==> config.mk <==
export PLATFORM = sky130hd
export DESIGN_NAME = match_event_logger
export DESIGN_NICKNAME = d
export VERILOG_FILES = /design/src/rtl/match_event_logger.sv
export SDC_FILE = /design/constraint.sdc
export NUM_CORES = 1
export LEC_CHECK = 0
export CAP_MARGIN = 10
export CORE_ASPECT_RATIO = 1.2
export CORE_UTILIZATION = 50
export DETAILED_ROUTE_END_ITERATION = 12
export HOLD_SLACK_MARGIN = 0.03
export PLACE_DENSITY = 0.73
export SYNTH_ARGS = -nofsm -noshare
export SYNTH_HDL_FRONTEND = slang
export SYNTH_SLANG_ARGS = --single-unit
==> constraint.sdc <==
create_clock -name clk -period 6.75 [get_ports clk]
set_clock_uncertainty 0.2 [all_clocks]
set_input_delay 1.35 -clock clk [delete_from_list [all_inputs] [get_ports clk]]
set_output_delay 1.35 -clock clk [all_outputs]
set_load 0.02 [all_outputs]
==> src/rtl/match_event_logger.sv <==
// match_event_logger
// Watches the pattern detector's two match outputs (y_in from the FSM,
// e_in from the shift-register compare). Every rising edge of y_in is
// counted, timestamped and queued in a small FIFO that is read through a
// valid/ready port. Any cycle where the two detector outputs disagree is
// counted and latched into a sticky error flag.
module match_event_logger #(
  parameter int TS_W  = 16,
  parameter int CNT_W = 8,
  parameter int DEPTH = 4
) (
  input  logic             clk,
  input  logic             rst,
  input  logic             y_in,
  input  logic             e_in,
  input  logic             rd_ready,
  output logic             ts_valid,
  output logic [TS_W:0]    ts_data,
  output logic             fifo_full,
  output logic             overflow,
  output logic             agree_err,
  output logic [CNT_W-1:0] match_count,
  output logic [CNT_W-1:0] mismatch_count
);

  localparam int PTR_W = $clog2(DEPTH);
  localparam logic [PTR_W:0] OCC_FULL = (PTR_W+1)'(DEPTH);

  // Input stage and free-running timestamp
  logic            y_q;
  logic            y_qq;
  logic            e_q;
  logic [TS_W-1:0] ts_q;
  logic [TS_W-1:0] ts_cnt;

  // FIFO state
  logic [TS_W:0]  mem [DEPTH];
  logic [PTR_W-1:0] wr_ptr;
  logic [PTR_W-1:0] rd_ptr;
  logic [PTR_W:0]   occ;

  // Handshake and event decode
  logic evt;
  logic pop;
  logic push;
  logic drop;

  // A level held high for several cycles produces one event on its first
  // registered cycle. Because y_qq resets to 0, a y_in that is already high
  // right after reset also counts.
  assign evt  = y_q & ~y_qq;
  assign pop  = ts_valid & rd_ready;
  // A full FIFO still accepts a push when the head leaves on the same edge.
  assign push = evt & (~fifo_full | pop);
  assign drop = evt & fifo_full & ~pop;

  // Status and head presentation derive only from stored state, so nothing
  // here depends combinationally on rd_ready.
  assign ts_valid  = (occ != '0);
  assign fifo_full = (occ == OCC_FULL);
  assign ts_data   = mem[rd_ptr];

  // Register the detector outputs and the timestamp counter
  always_ff @(posedge clk) begin
    if (rst) begin
      y_q    <= 1'b0;
      y_qq   <= 1'b0;
      e_q    <= 1'b0;
      ts_q   <= '0;
      ts_cnt <= '0;
    end else begin
      y_q    <= y_in;
      y_qq   <= y_q;
      e_q    <= e_in;
      ts_q   <= ts_cnt;
      ts_cnt <= ts_cnt + TS_W'(1);
    end
  end

  // Entry storage; contents are only observed while occupied, so the
  // array is not cleared on reset.
  always_ff @(posedge clk) begin
    if (!rst && push) begin
      mem[wr_ptr] <= {e_q, ts_q};
    end
  end

  // Pointer and occupancy bookkeeping; pointers wrap naturally at DEPTH
  always_ff @(posedge clk) begin
    if (rst) begin
      wr_ptr <= '0;
      rd_ptr <= '0;
      occ    <= '0;
    end else begin
      if (push) begin
        wr_ptr <= wr_ptr + PTR_W'(1);
      end
      if (pop) begin
        rd_ptr <= rd_ptr + PTR_W'(1);
      end
      case ({push, pop})
        2'b10:   occ <= occ + (PTR_W+1)'(1);
        2'b01:   occ <= occ - (PTR_W+1)'(1);
        default: occ <= occ;
      endcase
    end
  end

  // Sticky flags and saturating event / disagreement counters
  always_ff @(posedge clk) begin
    if (rst) begin
      overflow       <= 1'b0;
      agree_err      <= 1'b0;
      match_count    <= '0;
      mismatch_count <= '0;
    end else begin
      if (drop) begin
        overflow <= 1'b1;
      end
      // Dropped events are still counted as matches.
      if (evt && (match_count != '1)) begin
        match_count <= match_count + CNT_W'(1);
      end
      if (y_q != e_q) begin
        agree_err <= 1'b1;
        if (mismatch_count != '1) begin
          mismatch_count <= mismatch_count + CNT_W'(1);
        end
      end
    end
  end

endmodule

---- Word-level counts from Yosys, hierarchy flattened ----
Memories as Yosys holds them, arrays and structs flattened. A register that Yosys moved wholly into a read port is not among the register bits.
Index checks and enable logic that the tools add are counted.
W data, S select, Z words.
storage, ports and cells
  bits in registers ....................... 60
  bits in writable memories ............... 68
  input bits .............................. 5
  output and inout port bits .............. 37
  word-level logic and storage cells ...... 46
  memories ................................ 1
cells by class
  add/subtract/negate cells ............... 7
  equality and inequality tests ........... 6
  multiplexer cells ....................... 5
  bitwise operators ....................... 9
  reductions and logical operators ........ 6
memories
  memory  words  width  read ports  clocked after memory_dff  wr ports  line  RTL
  mem     4      17     1           1                         1         37    logic [TS_W:0] mem [DEPTH];
operator list
  kind                     count
  $add A16 B1 Y16 const B  1
  $add A8 B1 Y8 const B    2
  $ne A8 B8 Y1 const B     2
  $pmux W3 S2              1
  $and A1 B1 Y1            5
  $add A2 B1 Y2 const B    2
  $mux W2                  2
  $add A3 B1 Y3 const B    1
  $eq A3 B3 Y1 const B     1
  $not A1 Y1               3
  $reduce_bool A3 Y1       1
  $sub A3 B1 Y3 const B    1
  $eq A2 B1 Y1 const B     1
  $eq A2 B2 Y1 const B     1
  $logic_and A1 B1 Y1      2
  $mux W1                  2
  $reduce_and A2 Y1        1
  $reduce_bool A2 Y1       1
  $logic_not A1 Y1         1
  $ne A1 B1 Y1             1
  $or A1 B1 Y1             1

---- Logic depth before layout (Yosys ltp) ----
Gate-level depths: netlist of the first run.
  word-level depth ........................ 7
  mapped depth ............................ 7
  mapped depth without buffers ............ 7

---- Worst setup path after synthesis of the first run ----
No wires, ideal clock.
  kind .................................... input port to flip-flop
  start ................................... input port rst
  end ..................................... memory mem[0][0] in the netlist's numbering, enable pin
  library setup time ...................... 0.375 ns
  arrival time ............................ 2.438 ns
  data required time ...................... 6.175 ns
  slack ................................... 3.737 ns
  stages .................................. 5
  buffers on the path ..................... 3
  cells stage by stage .................... clkbuf_1 buf_2 buf_2 inv_1 and3_1
between the ends
  word-level cells in the longest chain between the ends .. 4
RTL lines
  what                           line  RTL
  start, declared                13    input logic rst,
  $logic_not A1 Y1               83    if (!rst && push) begin
  $logic_and A1 B1 Y1            83
  $mux W1                        83
  $mux W1 (implied by the code)  84    mem[wr_ptr] <= {e_q, ts_q};
  end, declared                  37
Every way passes these cells.

==> run metrics, run 1 <==
initial antenna violation count=0; Peak VDD IR=between 0.15 and 0.2 mV; nets@finish=421; Die ar.=about 10,000 um^2; Static Leakage=2.193 nW; Required @ worst endpoint=~5.2 ns; Die H=111.5 um; routability cong.=0.8413; yosys warns=0; Crit path largest cell delay=roughly 0.82 ns; worst-path maximum fanout=17; area delta synth->final=23.08%; P per Cell Area=328.8 nW/um^2; share of cells above drive strength 1=between 10% and 20%; max cap viols=0; WP buf/inv=1; io pins=42; largest net degree at the start of global routing=64; synthesized area per cell=13.87 um^2; worst min-delay path category=flip-flop to flip-flop; CP cell instances=mux4_2 -> clkdlybuf4s50_1; Mapped Area=4994 um^2; most frequent cell after synthesis=edfxtp_1; Clock Tree Buf Depth=2; Worst Setup Slack, final=2.981 ns; H-tree depth reported by CTS=4; post-route ant nets=0; Synthesized Nets=about 370; die width=93.23 um; vias in the first global route=2,782; Post-synth top cells=edfxtp_1 (68), dfxtp_1 (62), nor2_1 (37), nor2b_1 (18); diode count=0; Starting Density=51.95%; Clock Root Buffer=clkbuf_16; Tot GR Track Use=17.29%; Post-synth EDFFs=68; DRC=0; Slowest-stage cell, CP=dfxtp_1; Startpoint Class=flip-flop; worst-skew pair later-pin latency=0.41 ns; cell count after synthesis=360; Final Cycle Share=55.84%; CTS Buf Count=17; overflow left after global routing=0; top_reg_cell synth=edfxtp_1; fin crit period=3.769 ns; Via Count=~2,900; Worst-Margin Slew=between 0.8 and 0.9 ns; DRT iter0 DRCs=116; Worst Path Arrival=between 2 and 2.5 ns; drt via density=5.366; status=completed; post-DP HPWL=about 5000 um; # resized after CTS=0; pre-CTS setup slack=about 2.7 ns; RSZ-0062 raised after global routing=false; CTS tree=built; Synth Register Bits=130; share of synthesized registers carrying an async set or reset=0%; sequential-to-total area share from yosys stat=65.75%; Slew HR=about two fifths; # rows=39; main area contributors after synthesis=edfxtp_1 (41%), dfxtp_1 (25%), mux4_2 (7.7%); Setup CP Type=flip-flop to primary output; postcts setup bufs=0; Netlist cell types=48; final hold vios=0; Placeable Area=9613 um^2; CTS clk-pin slew, worst paths=0.05 ns; hold buffers post-CTS=0; Fmax=265.3 MHz; post-synth top area cell=edfxtp_1; PortBufs=41; Routed WL per cell=between 10 and 15 um; Pre-Repair DR Iteration Count=6; DRT Wirelength=~8100 um; Synth top area share=40.89%; TritonCTS Sinks=130; setup TNS=0 ns; crit-path leading delay family=flip-flops; final-report setup violation count=0; global-route wire length before repair=13,480 um; CP Capture Type=primary output; max-slew violations=0
layer usage:
layer	wire, um	vias up	GRT usage [%]
met3	290	16	5.806
li1	-	1426	-
met2	4079	62	27.94
met4	135	0	8.000
met1	3566	1410	20.84
met5	0	-	0
cell usage in the layout, fill, tap and decap left out, drive strengths merged, types with 4 or more instances in the layout:
master / netlist / routed
nor2: 37 / 37
ha: 7 / 7
nand3: 11 / 11
mux4: 17 / 17
inv: 9 / 11
xor2: 12 / 12
xnor2: 7 / 7
clkinv: 0 / 6
nand2: 17 / 17
or4: 5 / 5
o211ai: 4 / 4
or3: 8 / 8
bufinv: 0 / 5
a21oi: 9 / 9
dfxtp: 62 / 62
nand4: 4 / 4
o21ai: 9 / 9
and3: 9 / 9
nor2b: 18 / 18
mux2: 5 / 5
edfxtp: 68 / 68
clkbuf: 6 / 17
clkdlybuf4s50: 0 / 40
metrics by stage:
stage	util [%]	hold WS (ns)	cell area, um^2	instances	power (mW)
2_1_floorplan	-	0.2370	4994	360	1.000
3_3_place_gp	57.31	0.2489	5509	512	1.056
3_5_place_dp	57.31	0.2641	5509	512	1.059
4_1_cts	63.93	0.2771	6146	543	2.039
5_1_grt	63.93	0.3036	6146	543	2.089
6_report	63.93	0.2673	6146	543	2.021
worst paths after layout:
path,endpoint,depth (start not counted),slack [ns],start
min reg2reg,overflow,2,0.27,overflow
max reg2reg,mem[3][13],3,4.15,y_q
max,ts_data[8],2,2.98,flip-flop
min,overflow,2,0.27,overflow
final cells by class:
type / count / area (um^2)
clock inverter: 14 / 211.5
fill: 704 / 3467
clock buffer: 17 / 425.4
timing repair buffer: 43 / 420.4
multi-input combinational: 207 / 1618
inverter: 9 / 33.78
tap: 123 / 153.9
sequential: 130 / 3283
tightest hold or removal path, cell delays in order (launching register included):
cell     delay [ns]
dfxtp_1        0.32
a21oi_1        0.04
nor2_1         0.07
logic make-up (layout without fill, tap and decap cells):
| kind of cell | count (synthesis) | in the layout | share of synthesized area (%) |
|---|---|---|---|
| compound gates | 34 | 34 | 4.460 |
| xor+xnor | 19 | 19 | 3.333 |
| fa+ha+maj | 8 | 8 | 2.155 |
| buf+inv | 23 | 83 | 1.854 |
| flops | 130 | 130 | 65.75 |
| mux | 25 | 25 | 9.396 |
| simple gates | 121 | 121 | 13.05 |
registers in the layout, indices dropped and copies added, names as in the netlist, 2 cells and up, named ones only:
| name | cells |
|---|---|
| match_count | 8 |
| mem | 68 |
| rd_ptr | 2 |
| wr_ptr | 2 |
| ts_q | 16 |
| occ | 3 |
| ts_cnt | 16 |
| mismatch_count | 8 |
where the power goes:
group          internal [mW]  switching [mW]  total (mW)
combinational         0.0894          0.0899       0.179
clock                  0.652           0.328       0.980
sequential             0.845          0.0167       0.861
total                   1.59           0.434        2.02
Power figures use the tool's default switching activity.
==> inputs of run 2 (changes only) <==
--- a/config.mk
+++ b/config.mk
@@ -10,7 +10,7 @@
 export CORE_UTILIZATION = 50
 export DETAILED_ROUTE_END_ITERATION = 12
 export HOLD_SLACK_MARGIN = 0.03
-export PLACE_DENSITY = 0.73
+export PLACE_DENSITY = 0.76
 export SYNTH_ARGS = -nofsm -noshare
 export SYNTH_HDL_FRONTEND = slang
 export SYNTH_SLANG_ARGS = --single-unit
==> constraint.sdc (replaced) <==
create_clock -name clk -period 3.1 [get_ports clk]
set_clock_uncertainty 0.2 [all_clocks]
set_input_delay 0.62 -clock clk [delete_from_list [all_inputs] [get_ports clk]]
set_output_delay 0.62 -clock clk [all_outputs]
set_load 0.02 [all_outputs]
==> run 2 against run 1 <==
Via count rose by 2.0%. Sequential share of layout area fell by 0.52 points. Global-route usage rose by 0.29 points. Wire length rose by 4.0%. Clock-buffer cell count rose by 1. Non-clock buffer count rose by 8. Combinational power rose by 130%. First-iteration DRC count rose by 47%. Design area rose by 0.98%. Worst hold slack got worse by 0.0022 ns. Critical path depth rose by 1. Critical path type unchanged. Largest power group unchanged. Highest routed layer unchanged.
==> run metrics, run 2 (synthesis gave the netlist of run 1 again) <==
CTS clk-pin slew, worst paths=0.06 ns (about the same); TritonCTS Sinks=130 (unchanged); Placeable Area=9613 um^2 (unchanged); Slew HR=61.51% (+20 points); # rows=39 (unchanged); Die ar.=10,390 um^2 (unchanged); die width=93.23 um (unchanged); Top Registers=mem x68, ts_cnt x16, ts_q x16; initial antenna violation count=0 (unchanged); Non-Filler Instances=552 (+1.7%); Clock Root Buffer=clkbuf_16; Fin Hold WS=0.2651 ns (-0.002200 ns); Routed WL per cell=15.21 um (+2.3%); Power, Total=4.373 mW (+120%); Worst Setup Slack, final=0.1878 ns (-2.793 ns); internal power=3.399 mW (+110%); Required @ worst endpoint=2.28 ns (-2.92 ns); H-tree depth reported by CTS=4 (unchanged); Final Cycle Share=93.94%; RSZ-0062 raised after global routing=false; share of cells above drive strength 1=16.55% (+1.8 points); Starting Density=51.95% (unchanged); global-route wire length before repair=13,810 um (+2.5%); Pre-Repair DR Iteration Count=4 (-2); Fmax=about 340 MHz; CTS Buf Count=17 (unchanged); R2R Path Start=occ[2]; pre-CTS setup slack=0.3130 ns (-2.372 ns); drt via density=5.382 (+0.29%); nets@finish=429 (+1.9%); Peak VDD IR=0.4054 mV (+110%); Net Switching=973.8 uW (+120%); hold buffers post-CTS=0 (unchanged); Post-Route Utilization=64.56% (+0.62 points); Reg power frac=42.8% (+0.2 points); worst-path maximum fanout=17 (unchanged); Worst R2R Setup Slack=0.82 ns (-3.33 ns); Clk pwr share=47.8% (-0.7 points); DRT Wirelength=8398 um (+4.0%); Worst-Margin Slew=0.5713 ns (-0.3002 ns); worst-skew pair later-pin latency=0.41 ns (about the same); commonest non-fill, non-tap cell in the layout=edfxtp_1; Startpoint Class=flip-flop; commonest non-fill, non-tap cells in the layout=edfxtp_1 (68), dfxtp_1 (62), clkdlybuf4s50_1 (40); max reg flops=68 (unchanged); Sw Share=22.27% (+0.78 points); final-report setup violation count=0 (unchanged); DRC=0 (unchanged); Placed Cells incl. Taps=520 (+1.6%); post-DP HPWL=5053 um (+1.4%); critical path capture point=ts_data[12]; Clock Tree Buf Depth=2 (unchanged); Worst Hold Launch=overflow; worst min-delay path category=flip-flop to flip-flop; CP Capture Type=primary output; Setup CP Type=flip-flop to primary output; max-slew violations=0 (unchanged); setup TNS=0 ns (unchanged); Top reg by flops=mem; Worst Path Arrival=2.09 ns (-0.13 ns); CTS tree=built; Worst R2R End=occ[1]; vias in the first global route=2,915 (+4.8%); Reg2Reg Depth=6 (+3); fin area=6206 um^2 (+0.98%); diode count=0 (unchanged); final hold vios=0 (unchanged); Static Leakage=2.214 nW (+0.97%); Tot GR Track Use=17.58% (+0.29 points); fin crit period=2.912 ns; P per Cell Area=704.7 nW/um^2 (+110%); max cap viols=0 (unchanged); overflow left after global routing=0 (unchanged); io pins=42 (unchanged); Cell Area, Placed=5569 um^2 (+1.1%); area delta synth->final=24.28%; post-route ant nets=0 (unchanged); DRT iter0 DRCs=171 (+47%); routability cong.=0.7662 (-8.9%); Die H=111.5 um (unchanged); Via Count=2,971 (+2.0%); combinational group share of total power=9.4% (+0.5 points); status=completed; PortBufs=41 (unchanged); largest net degree at the start of global routing=37 (-42%)
==> run 2: layer usage <==
metal  global-route usage (%)  routed length (um)
met1                    21.18                3658
met2                    28.92                4216
met3                    4.986                 369
met4                    8.410                 155
met5                        0                   0
==> run 2: what timing repair did <==
action                                  in CTS  in global routing
buffers inserted                             0                  0
endpoints found under the setup margin       0                  1
resized for setup                            0                  1
==> run 2: layout make-up <==
cell class / count / area, um^2
Clock buffer: 18 / 429.2
Clock inverter: 14 / 203.9
Fill cell: 705 / 3407
Inverter: 9 / 33.78
Multi-Input combinational cell: 207 / 1618
Sequential cell: 130 / 3283
Tap cell: 123 / 153.9
Timing Repair Buffer: 51 / 484.2
==> run 2: worst min path at each step <==
| stage | slack (ns) | cells past startpoint | endpoint |
|---|---|---|---|
| 4_1_cts | 0.27 | 0 | mem[2][6] |
| 6_report | 0.27 | 2 | overflow |
| 3_5_place_dp | 0.26 | 0 | mem[2][6] |
| 2_1_floorplan | 0.24 | 1 | ts_cnt[0] |
| 5_1_grt | 0.28 | 0 | mem[1][6] |
| 3_3_place_gp | 0.25 | 0 | mem[2][5] |
==> run 2: critical path: stages, from the launching register on <==
cell and delay [ns]:
dfxtp_1 0.32, buf_6 0.25, mux4_2 0.54, clkdlybuf4s50_1 0.56
==> run 2: power groups by stage <==
stage	Combinational, mW	Sequential (mW)	Clock [mW]
CTS	0.417	1.87	2.12
detailed placement	0.414	1.91	0
floorplan	0.273	1.91	0
global route	0.446	1.88	2.20
global placement	0.402	1.90	0
finish	0.411	1.87	2.09
==> inputs of run 3 (changes only) <==
--- a/config.mk
+++ b/config.mk
@@ -5,12 +5,14 @@
 export SDC_FILE = /design/constraint.sdc
 export NUM_CORES = 1
 export LEC_CHECK = 0
+export ABC_AREA = 1
 export CAP_MARGIN = 10
 export CORE_ASPECT_RATIO = 1.2
 export CORE_UTILIZATION = 50
 export DETAILED_ROUTE_END_ITERATION = 12
 export HOLD_SLACK_MARGIN = 0.03
 export PLACE_DENSITY = 0.76
+export SKIP_LAST_GASP = 1
 export SYNTH_ARGS = -nofsm -noshare
 export SYNTH_HDL_FRONTEND = slang
 export SYNTH_SLANG_ARGS = --single-unit
==> run 3 against run 2 <==
First-iteration DRC count shrank 29%. Clock power shrank 12%. Die area grew 3.6%. Design area rose by 1.7%. Final cell count is 28% higher. Maximum frequency is 2.6% lower. Highest routed layer unchanged.
==> run metrics, run 3 <==
initial antenna violation count=0 (unchanged); sequential-to-total area share from yosys stat=63.41% (-2.3 points); Synth Register Bits=130 (unchanged); PortBufs=41 (unchanged); Top reg by flops=mem; CTS tree=built; Required @ worst endpoint=2.28 ns (about the same); H-tree depth reported by CTS=4 (unchanged); diode count=0 (unchanged); Worst-Margin Slew=0.3933 ns (-0.1780 ns); share of cells above drive strength 1=11.92% (-4.6 points); worst-skew pair later-pin latency=0.41 ns (about the same); area delta synth->final=21.89%; crit-path leading delay family=buffers and inverters; CTS Buf Count=17 (unchanged); Fmax=334.4 MHz (-2.6%); Clock Root Buffer=clkbuf_16; DRT iter0 DRCs=122 (-29%); largest net degree at the start of global routing=36 (-2.7%); share of synthesized registers carrying an async set or reset=0% (unchanged); max cap viols=0 (unchanged); Tot GR Track Use=19.63% (+2.0 points); DRC=0 (unchanged); Netlist cell types=36 (-25%); Pre-Repair DR Iteration Count=5 (+1); Placeable Area=10,060 um^2 (+4.6%); status=completed; CTS clk-pin slew, worst paths=0.06 ns (about the same); post-synth top area cell=edfxtp_1; Synthesized Nets=526 (+41%); commonest non-fill, non-tap cells in the layout=nor2_1 (80), edfxtp_1 (68), nand2_1 (61), dfxtp_1 (61), inv_1 (46); Clock Tree Buf Depth=2 (unchanged); drt via density=5.298 (-1.6%); die width=94.89 um (+1.8%); post-route ant nets=0 (unchanged); commonest non-fill, non-tap cell in the layout=nor2_1; Synth top area share=39.44% (-1.5 points); nets@finish=579 (+35%); max-slew violations=0 (unchanged); Top Registers=mem x68, ts_cnt x16, ts_q x16; Crit path largest cell delay=0.55 ns (about the same); worst-path maximum fanout=17 (unchanged); max reg flops=68 (unchanged); final-report setup violation count=0 (unchanged); io pins=42 (unchanged); final hold vios=0 (unchanged); Starting Density=51.47% (-0.48 points); Post-synth top cells=nor2_1 (80), edfxtp_1 (68), dfxtp_1 (62), nand2_1 (61), inv_1 (47); Setup CP Type=flip-flop to primary output; Final Cycle Share=96.46% (+2.5 points); CP Capture Type=primary output; Die H=113.5 um (+1.8%); setup TNS=0 ns (unchanged); WP buf/inv=2 (unchanged); TritonCTS Sinks=130 (unchanged); main area contributors after synthesis=edfxtp_1 (39%), dfxtp_1 (24%), nor2_1 (5.8%); worst min-delay path category=flip-flop to flip-flop; vias in the first global route=3,535 (+21%); Worst Path Arrival=2.17 ns (+0.08 ns); hold buffers post-CTS=0 (unchanged); fin crit period=2.990 ns (+0.07803 ns); Routed WL per cell=13.97 um (-8.2%); Fin Hold WS=0.2459 ns (-0.01916 ns); Die ar.=10,770 um^2 (+3.6%); RSZ-0062 raised after global routing=false; Static Leakage=2.333 nW (+5.4%); top_reg_cell synth=edfxtp_1; routability cong.=0.8261 (+7.8%); P per Cell Area=702.8 nW/um^2 (-0.26%); post-DP HPWL=6410 um (+27%); Via Count=3,735 (+26%); Startpoint Class=flip-flop; synthesized area per cell=10.09 um^2 (-27%); postcts setup bufs=0 (unchanged); DRT Wirelength=9848 um (+17%); Slowest-stage cell, CP=clkdlybuf4s50_1; yosys warns=0 (unchanged); Peak VDD IR=0.4312 mV (+6.4%); most frequent cell after synthesis=nor2_1; global-route wire length before repair=15,860 um (+15%); Mapped Area=5177 um^2 (+3.7%); Slew HR=73.78% (+12 points); overflow left after global routing=0 (unchanged); # rows=40 (+2.6%); CP cell instances=clkinvlp_4 -> o21ai_1 -> o22ai_1 -> clkdlybuf4s50_1; cell count after synthesis=513 (+43%); Post-synth EDFFs=68 (unchanged)
run 3: path summary, 6_finish.rpt:
check | start | endpoint | slack, ns | cells past startpoint
setup / recovery | flip-flop | ts_data[5] | 0.11 | 4
hold / removal | ts_cnt[15] | ts_q[15] | 0.25 | 2
setup reg to reg | occ[0] | occ[2] | 1.23 | 8
hold reg to reg | ts_cnt[15] | ts_q[15] | 0.25 | 2
run 3: cells by family (layout without fill, tap and decap cells):
| kind of cell | count (synthesis) | in the layout | synth area share (%) |
|---|---|---|---|
| compound gates | 103 | 103 | 10.90 |
| xor+xnor | 4 | 4 | 0.6768 |
| fa+ha+maj | 8 | 8 | 2.078 |
| buf+inv | 73 | 139 | 5.534 |
| flops | 130 | 130 | 63.41 |
| simple gates | 195 | 195 | 17.40 |
run 3: repair_timing:
item	CTS	global route
gates resized for setup	1	4
pin swaps	0	0
endpoints found under the setup margin	1	7
cloned	0	0
run 3: worst register-to-register path, delay by kind of cell (launching register included):
family	cells	cell delay (ns)
simple gates	4	0.35
flops	1	0.40
compound gates	2	0.35
fa+ha+maj	1	0.40
buf+inv	1	0.07
run 3: layer usage:
layer	track usage, %	wire (um)	part of all wire, %	vias to the layer above
met5	0	0	0	-
met4	8.990	152	1.5	0
met3	6.400	466	4.7	15
met2	33.38	5052	51	100
met1	22.14	4176	42	1773
li1	-	-	-	1847
run 3: layout make-up:
class,count,area [um^2]
Sequential cell,130,3284
Inverter,58,226.5
Multi-Input combinational cell,310,1608
Clock buffer,19,452.9
Timing Repair Buffer,49,474.2
Clock inverter,13,107.6
Tap cell,126,157.7
Fill cell,793,3749
run 3: stage by stage:
stage	cells	util [%]	power [mW]	setup WS [ns]	cell area, um^2
3_5_place_dp	673	57.05	2.618	0.5106	5739
6_report	705	62.74	4.436	0.1098	6311
3_3_place_gp	673	57.05	2.589	0.5535	5739
2_1_floorplan	513	-	2.362	0.7646	5177
4_1_cts	705	62.66	4.469	0.005473	6304
5_1_grt	705	62.74	4.611	0.01171	6311
run 3: report_power, final:
part | switching (mW) | leakage (nW) | internal [mW] | total [mW]
clock | 0.704 | 0.275 | 1.14 | 1.84
sequential | 0.0529 | 1.13 | 1.85 | 1.91
combinational | 0.407 | 0.926 | 0.279 | 0.686
total | 1.16 | 2.33 | 3.27 | 4.44
